**src/rtl/tick_bcd_counter_pkg.sv**
```systemverilog
// Shared definitions for the tick-driven BCD counter.
//   state_t       : run/stop control states
//   RATE_*        : rate_sel encodings for the tick source
//   BCD_MAX/MIN   : digit bounds
//   sat_digit()   : clamps a nibble to a legal BCD digit
package tick_bcd_counter_pkg;

    typedef enum logic [0:0] {
        ST_STOP = 1'b0,
        ST_RUN  = 1'b1
    } state_t;

    localparam logic [1:0] RATE_DIV1 = 2'd0;
    localparam logic [1:0] RATE_DIV2 = 2'd1;
    localparam logic [1:0] RATE_DIV3 = 2'd2;
    localparam logic [1:0] RATE_CLK  = 2'd3;

    localparam logic [3:0] BCD_MAX = 4'd9;
    localparam logic [3:0] BCD_MIN = 4'd0;

    function automatic logic [3:0] sat_digit(input logic [3:0] d);
        return (d > BCD_MAX) ? BCD_MAX : d;
    endfunction

endpackage

```
**src/rtl/tick_bcd_counter_digit.sv**
```systemverilog
// Combinational next-value unit for one BCD digit.
//   digit      : current digit value (0..9)
//   inc / dec  : increment / decrement request from the lower digit
//   next       : digit value after the step
//   carry_out  : this digit wrapped 9->0 on an increment
//   borrow_out : this digit wrapped 0->9 on a decrement
module bcd_digit
    import tick_bcd_counter_pkg::*;
(
    input  logic [3:0] digit,
    input  logic       inc,
    input  logic       dec,
    output logic [3:0] next,
    output logic       carry_out,
    output logic       borrow_out
);

    always_comb begin
        next       = digit;
        carry_out  = 1'b0;
        borrow_out = 1'b0;
        if (inc) begin
            // >= also folds any illegal nibble back to 0
            if (digit >= BCD_MAX) begin
                next      = BCD_MIN;
                carry_out = 1'b1;
            end else begin
                next = digit + 4'd1;
            end
        end else if (dec) begin
            if (digit == BCD_MIN) begin
                next       = BCD_MAX;
                borrow_out = 1'b1;
            end else begin
                next = digit - 4'd1;
            end
        end
    end

endmodule

```
**src/rtl/tick_bcd_counter.sv**
```systemverilog
// Multi-digit BCD up/down counter stepped by rising edges of a selected
// divided clock (or every cycle), with run/stop control, load and clear.
//
// state   | meaning
// --------+------------------------------------------
// ST_STOP | ticks discarded, count holds
// ST_RUN  | each raw tick applies one count step
//
// Ports:
//   clk, rst   : system clock, synchronous active-high reset
//   div_clk    : divided clocks (level, clk domain), bit0=clk1..bit2=clk3
//   rate_sel   : tick source select, 3 = every cycle
//   start/stop : run control pulses, stop wins when both set
//   up_dn      : 1 = up, 0 = down
//   load       : load load_val (digits saturated to 9)
//   load_val   : BCD load value
//   clear      : clear count to 0
//   count      : BCD count, digit 0 in [3:0]
//   carry      : one-cycle wrap pulse
//   tick       : one-cycle pulse per applied step
//   running    : high in ST_RUN
module tick_bcd_counter
    import tick_bcd_counter_pkg::*;
#(
    parameter  int NUM_DIGITS = 4,
    localparam int CW         = 4 * NUM_DIGITS
) (
    input  logic          clk,
    input  logic          rst,
    input  logic [2:0]    div_clk,
    input  logic [1:0]    rate_sel,
    input  logic          start,
    input  logic          stop,
    input  logic          up_dn,
    input  logic          load,
    input  logic [CW-1:0] load_val,
    input  logic          clear,
    output logic [CW-1:0] count,
    output logic          carry,
    output logic          tick,
    output logic          running
);

    state_t          state, state_nxt;
    logic            src, src_q;
    logic [1:0]      rate_sel_q;
    logic            sel_change;
    logic            raw_tick;
    logic            step;
    logic            wrap;
    logic [CW-1:0]   count_nxt;
    logic [CW-1:0]   load_sat;
    logic [NUM_DIGITS:0] inc_c;
    logic [NUM_DIGITS:0] dec_c;

    always_comb begin
        case (rate_sel)
            RATE_DIV1: src = div_clk[0];
            RATE_DIV2: src = div_clk[1];
            RATE_DIV3: src = div_clk[2];
            default:   src = 1'b1;
        endcase
    end

    // On a source switch src_q still holds the old source, so its edge
    // history is meaningless for one cycle; suppress the tick there.
    assign sel_change = (rate_sel != rate_sel_q);

    always_comb begin
        if (sel_change)
            raw_tick = 1'b0;
        else if (rate_sel == RATE_CLK)
            raw_tick = 1'b1;
        else
            raw_tick = src & ~src_q;
    end

    always_comb begin
        state_nxt = state;
        if (stop)
            state_nxt = ST_STOP;
        else if (start)
            state_nxt = ST_RUN;
    end

    assign step    = (state == ST_RUN) & raw_tick;
    assign running = (state == ST_RUN);

    assign inc_c[0] = step &  up_dn;
    assign dec_c[0] = step & ~up_dn;

    for (genvar g = 0; g < NUM_DIGITS; g++) begin : g_digit
        bcd_digit u_digit (
            .digit      (count[4*g +: 4]),
            .inc        (inc_c[g]),
            .dec        (dec_c[g]),
            .next       (count_nxt[4*g +: 4]),
            .carry_out  (inc_c[g+1]),
            .borrow_out (dec_c[g+1])
        );
    end

    assign wrap = inc_c[NUM_DIGITS] | dec_c[NUM_DIGITS];

    always_comb begin
        load_sat = '0;
        for (int i = 0; i < NUM_DIGITS; i++)
            load_sat[4*i +: 4] = sat_digit(load_val[4*i +: 4]);
    end

    always_ff @(posedge clk) begin
        if (rst) begin
            state      <= ST_STOP;
            count      <= '0;
            carry      <= 1'b0;
            tick       <= 1'b0;
            src_q      <= 1'b0;
            rate_sel_q <= RATE_DIV1;
        end else begin
            state      <= state_nxt;
            src_q      <= src;
            rate_sel_q <= rate_sel;
            carry      <= 1'b0;
            tick       <= 1'b0;
            if (load) begin
                count <= load_sat;
            end else if (clear) begin
                count <= '0;
            end else if (step) begin
                count <= count_nxt;
                tick  <= 1'b1;
                carry <= wrap;
            end
        end
    end

endmodule

```
**config.mk**
```make
export PLATFORM = sky130hd
export DESIGN_NAME = tick_bcd_counter
export DESIGN_NICKNAME = d
export VERILOG_FILES = /design/src/rtl/tick_bcd_counter_pkg.sv /design/src/rtl/tick_bcd_counter_digit.sv /design/src/rtl/tick_bcd_counter.sv
export SDC_FILE = /design/constraint.sdc
export NUM_CORES = 1
export LEC_CHECK = 0
export ABC_AREA = 1
export ABC_CLOCK_PERIOD_IN_PS = 4900
export CAP_MARGIN = 20
export CORE_MARGIN = 1
export CORE_UTILIZATION = 54
export DETAILED_ROUTE_END_ITERATION = 8
export PLACE_DENSITY = 0.87
export SYNTH_ARGS = -nofsm -noshare
export SYNTH_HDL_FRONTEND = slang
export SYNTH_SLANG_ARGS = --single-unit
```
**constraint.sdc**
```tcl
create_clock -name clk -period 4.9 [get_ports clk]
set_input_delay 1.225 -clock clk [delete_from_list [all_inputs] [get_ports clk]]
set_output_delay 1.225 -clock clk [all_outputs]
set_load 0.05 [all_outputs]
```
==> impl_metrics.json <==
{
  "outcome": "finished, final reports clean",
  "cp.arrival_ns": 3.58,
  "post_cts_resized": 0,
  "synth_area_leaders": "dfxtp_1, inv_1, nand2_1, o21ai_0, ha_1",
  "start_util_pct": 56.7,
  "hp-class": "reg2reg",
  "rows": 21,
  "max_slew.worst_pin.slew_ns": 0.876,
  "synth_area_um2": 1890,
  "cts_setup_buffers": 0,
  "place_hpwl_mm": 3.61,
  "clock_sinks": 22,
  "synth_top_family_by_area": "simple AND/OR/NAND/NOR gates",
  "drtIter0Drc": 209,
  "powerDensity_nw_per_um2": 220,
  "cpLargestDelayFamily": "buffers and inverters",
  "synth-compound-area-share_pct": 19.4,
  "clk_latency_ns": 0.33,
  "syn_inst": 299,
  "combPwrFrac_pct": 40.3,
  "slew_violations": 0,
  "clockBufferDepth": 2,
  "drc": 0,
  "yosys.area.top_type": "dfxtp_1",
  "rsz0062_at_grt": "no",
  "antenna_found_initial": 0,
  "grt_pass1_wl_mm": 7.86,
  "finalSetupViolCount": 0,
  "yosys.area_share.simple_pct": 36.5,
  "fin_crit_ns": 3.34,
  "hold_viol": 0,
  "synth_fp_nets": 339,
  "diodes": 0,
  "gp_congestion": 0.892,
  "endpoint_kind": "flop",
  "num_io_pins": 47,
  "dr.pass1.iters": 4,
  "ir_worst_vdd_mv": 0.126,
  "required_ns": 5.13,
  "ys_seq_elements": 22,
  "cts_tree": "yes",
  "swShare_pct": 40.1,
  "worst-setup-path-type": "in2reg",
  "core-area_um2": 3340,
  "path_clk_slew_ns": 0.14,
  "max_freq_mhz": 299,
  "routedWlPerCell_um": 11.9,
  "skew_ns": 0.00200,
  "cts_buffers": 3,
  "die_y_um": 61.2,
  "max_stage_delay_ns": 0.77,
  "htreeDepth": 1,
  "cp_num_buf_inv": 3,
  "ys_seq_area_share_pct": 23.3,
  "slowest_stage": "nor2_1",
  "postCtsHoldBufs": 0,
  "grt_max_degree": 17,
  "clock-root-buffer": "clkbuf_4",
  "cp_cell_sequence": "clkdlybuf4s50_1 -> nor2_1 -> inv_1 -> nor2_1 -> inv_1 -> o21ai_0 -> a31oi_1",
  "die-area_um2": 3740,
  "power_leakage_uw": 0.00108,
  "die_w_um": 61.2,
  "final_nets": 386,
  "finalPower_uw": 533,
  "startpoint_type": "input pin",
  "pwr-share-clk_pct": 20.4,
  "drive_above_1_share_pct": 7.25,
  "switchingPower_uw": 214,
  "intPower_uw": 320,
  "grt_pass1_vias": 1848,
  "ys_types": 35,
  "grt_use_total_pct": 27.4,
  "dp_slack_ns": 1.22,
  "via_count": 2088,
  "cp_max_fo": 14,
  "syn_to_final_growth_pct": 28.5,
  "yosys_warnings": 0,
  "synthXorXnorAreaFrac_pct": 1.85,
  "synth.avg_cell_area_um2": 6.32,
  "avgViaCountPerCell": 5.34,
  "synth_top_area_share_pct": 23.3,
  "grt-ovfl-total": 0,
  "setup_ws_ns": 1.56,
  "port_buffers": 46,
  "synthAdderAreaFrac_pct": 7.94,
  "drv_cap": 0,
  "fin_setup_tns_ns": 0,
  "p_seq_share_pct": 39.3,
  "wl_mm": 4.63,
  "synth_mux_area_share_pct": 0,
  "antenna_left": 0,
  "slew_headroom_pct": 41.4,
  "fin_crit_sh_pct": 68.3
}
## worst register-to-register path, delay by kind of cell (launching register included)
kind | cells | cell delay [ns]
simple gates | 8 | 0.91
flops | 1 | 0.45
fa+ha+maj | 1 | 0.24
compound gates | 1 | 0.14
buf+inv | 4 | 0.42
## through the flow
step	hold WS (ns)	utilization, %	instances	area [um2]
floorplan	0.634	-	299	1890
global placement	0.501	71.7	387	2390
detailed placement	0.508	71.7	387	2390
CTS	0.527	72.8	391	2430
global route	0.597	72.8	391	2430
finish	0.519	72.8	391	2430
## final timing paths
check	slack (ns)	startpoint	to	cells after the start
max	1.56	load	count[0]$_SDFFE_PP0P_	7
max reg2reg	2.65	count[8]$_SDFFE_PP0P_	count[11]$_SDFFE_PP0P_	14
min reg2reg	0.52	running$_SDFFE_PP0P_	running$_SDFFE_PP0P_	2
min	0.52	running$_SDFFE_PP0P_	running$_SDFFE_PP0P_	2
## synthesized netlist by cell type (all sizes together)
cell / instances
o21a: 1
a31oi: 8
nand2: 51
xnor2: 3
a21oi: 17
nor2: 48
o211ai: 3
o21ai: 33
nand3b: 1
a21boi: 1
buf: 2
nor3: 9
o22ai: 2
and3: 1
dfxtp: 22
o311ai: 1
or2: 3
nand4: 4
a22oi: 1
inv: 51
clkbuf: 2
ha: 12
nor4: 1
nand3: 21
xor2: 1
## kinds of logic after synthesis
logic type | count (synthesis)
AOI/OAI and AO/OA | 67
xor gates and xnor gates | 4
adders and majority gates | 12
buffers and inverters | 55
DFF | 22
and+or+nand+nor | 139
## sequential cells by signal (all words and copies together) (netlist names)
register and cells:
rate_sel_q 2, src_q 1, running 1, carry 1, count 16, tick 1
## per-layer routing
metal	part of all wire (%)	global-route usage, %	routed length (um)	up-vias
li1	-	-	-	1072
met1	47	37.0	2170	935
met2	46	45.3	2140	70
met3	5.0	2.94	232	11
met4	2.0	9.74	92	0
met5	0	0	0	-
## power by group through the flow
stage / Sequential, uW / Combinational (uW) / Clock (uW)
2_1_floorplan: 246 / 108 / 0
3_3_place_gp: 213 / 209 / 0
3_5_place_dp: 213 / 213 / 0
4_1_cts: 209 / 214 / 108
5_1_grt: 213 / 237 / 118
6_report: 210 / 215 / 109
## layout by cell type, fill, tap and decap left out, types with 5 or more instances in the layout
| cell type | count |
|---|---|
| a31oi_1 | 8 |
| nor2_1 | 40 |
| ha_1 | 12 |
| dfxtp_1 | 22 |
| o21ai_0 | 33 |
| a21oi_1 | 17 |
| nor2_4 | 5 |
| nor3_1 | 9 |
| clkdlybuf4s50_1 | 46 |
| inv_1 | 48 |
| nand2_1 | 48 |
| nand3_1 | 17 |
## final cells by class
class                   instances  area [um2]
clock buffers                   4        36.3
repair buffers                 46         460
well taps                      46        57.6
flip-flops and latches         22         440
inverters                      51         191
fillers                       299         908
multi-input cells             222        1240
Power figures use the tool's default switching activity.
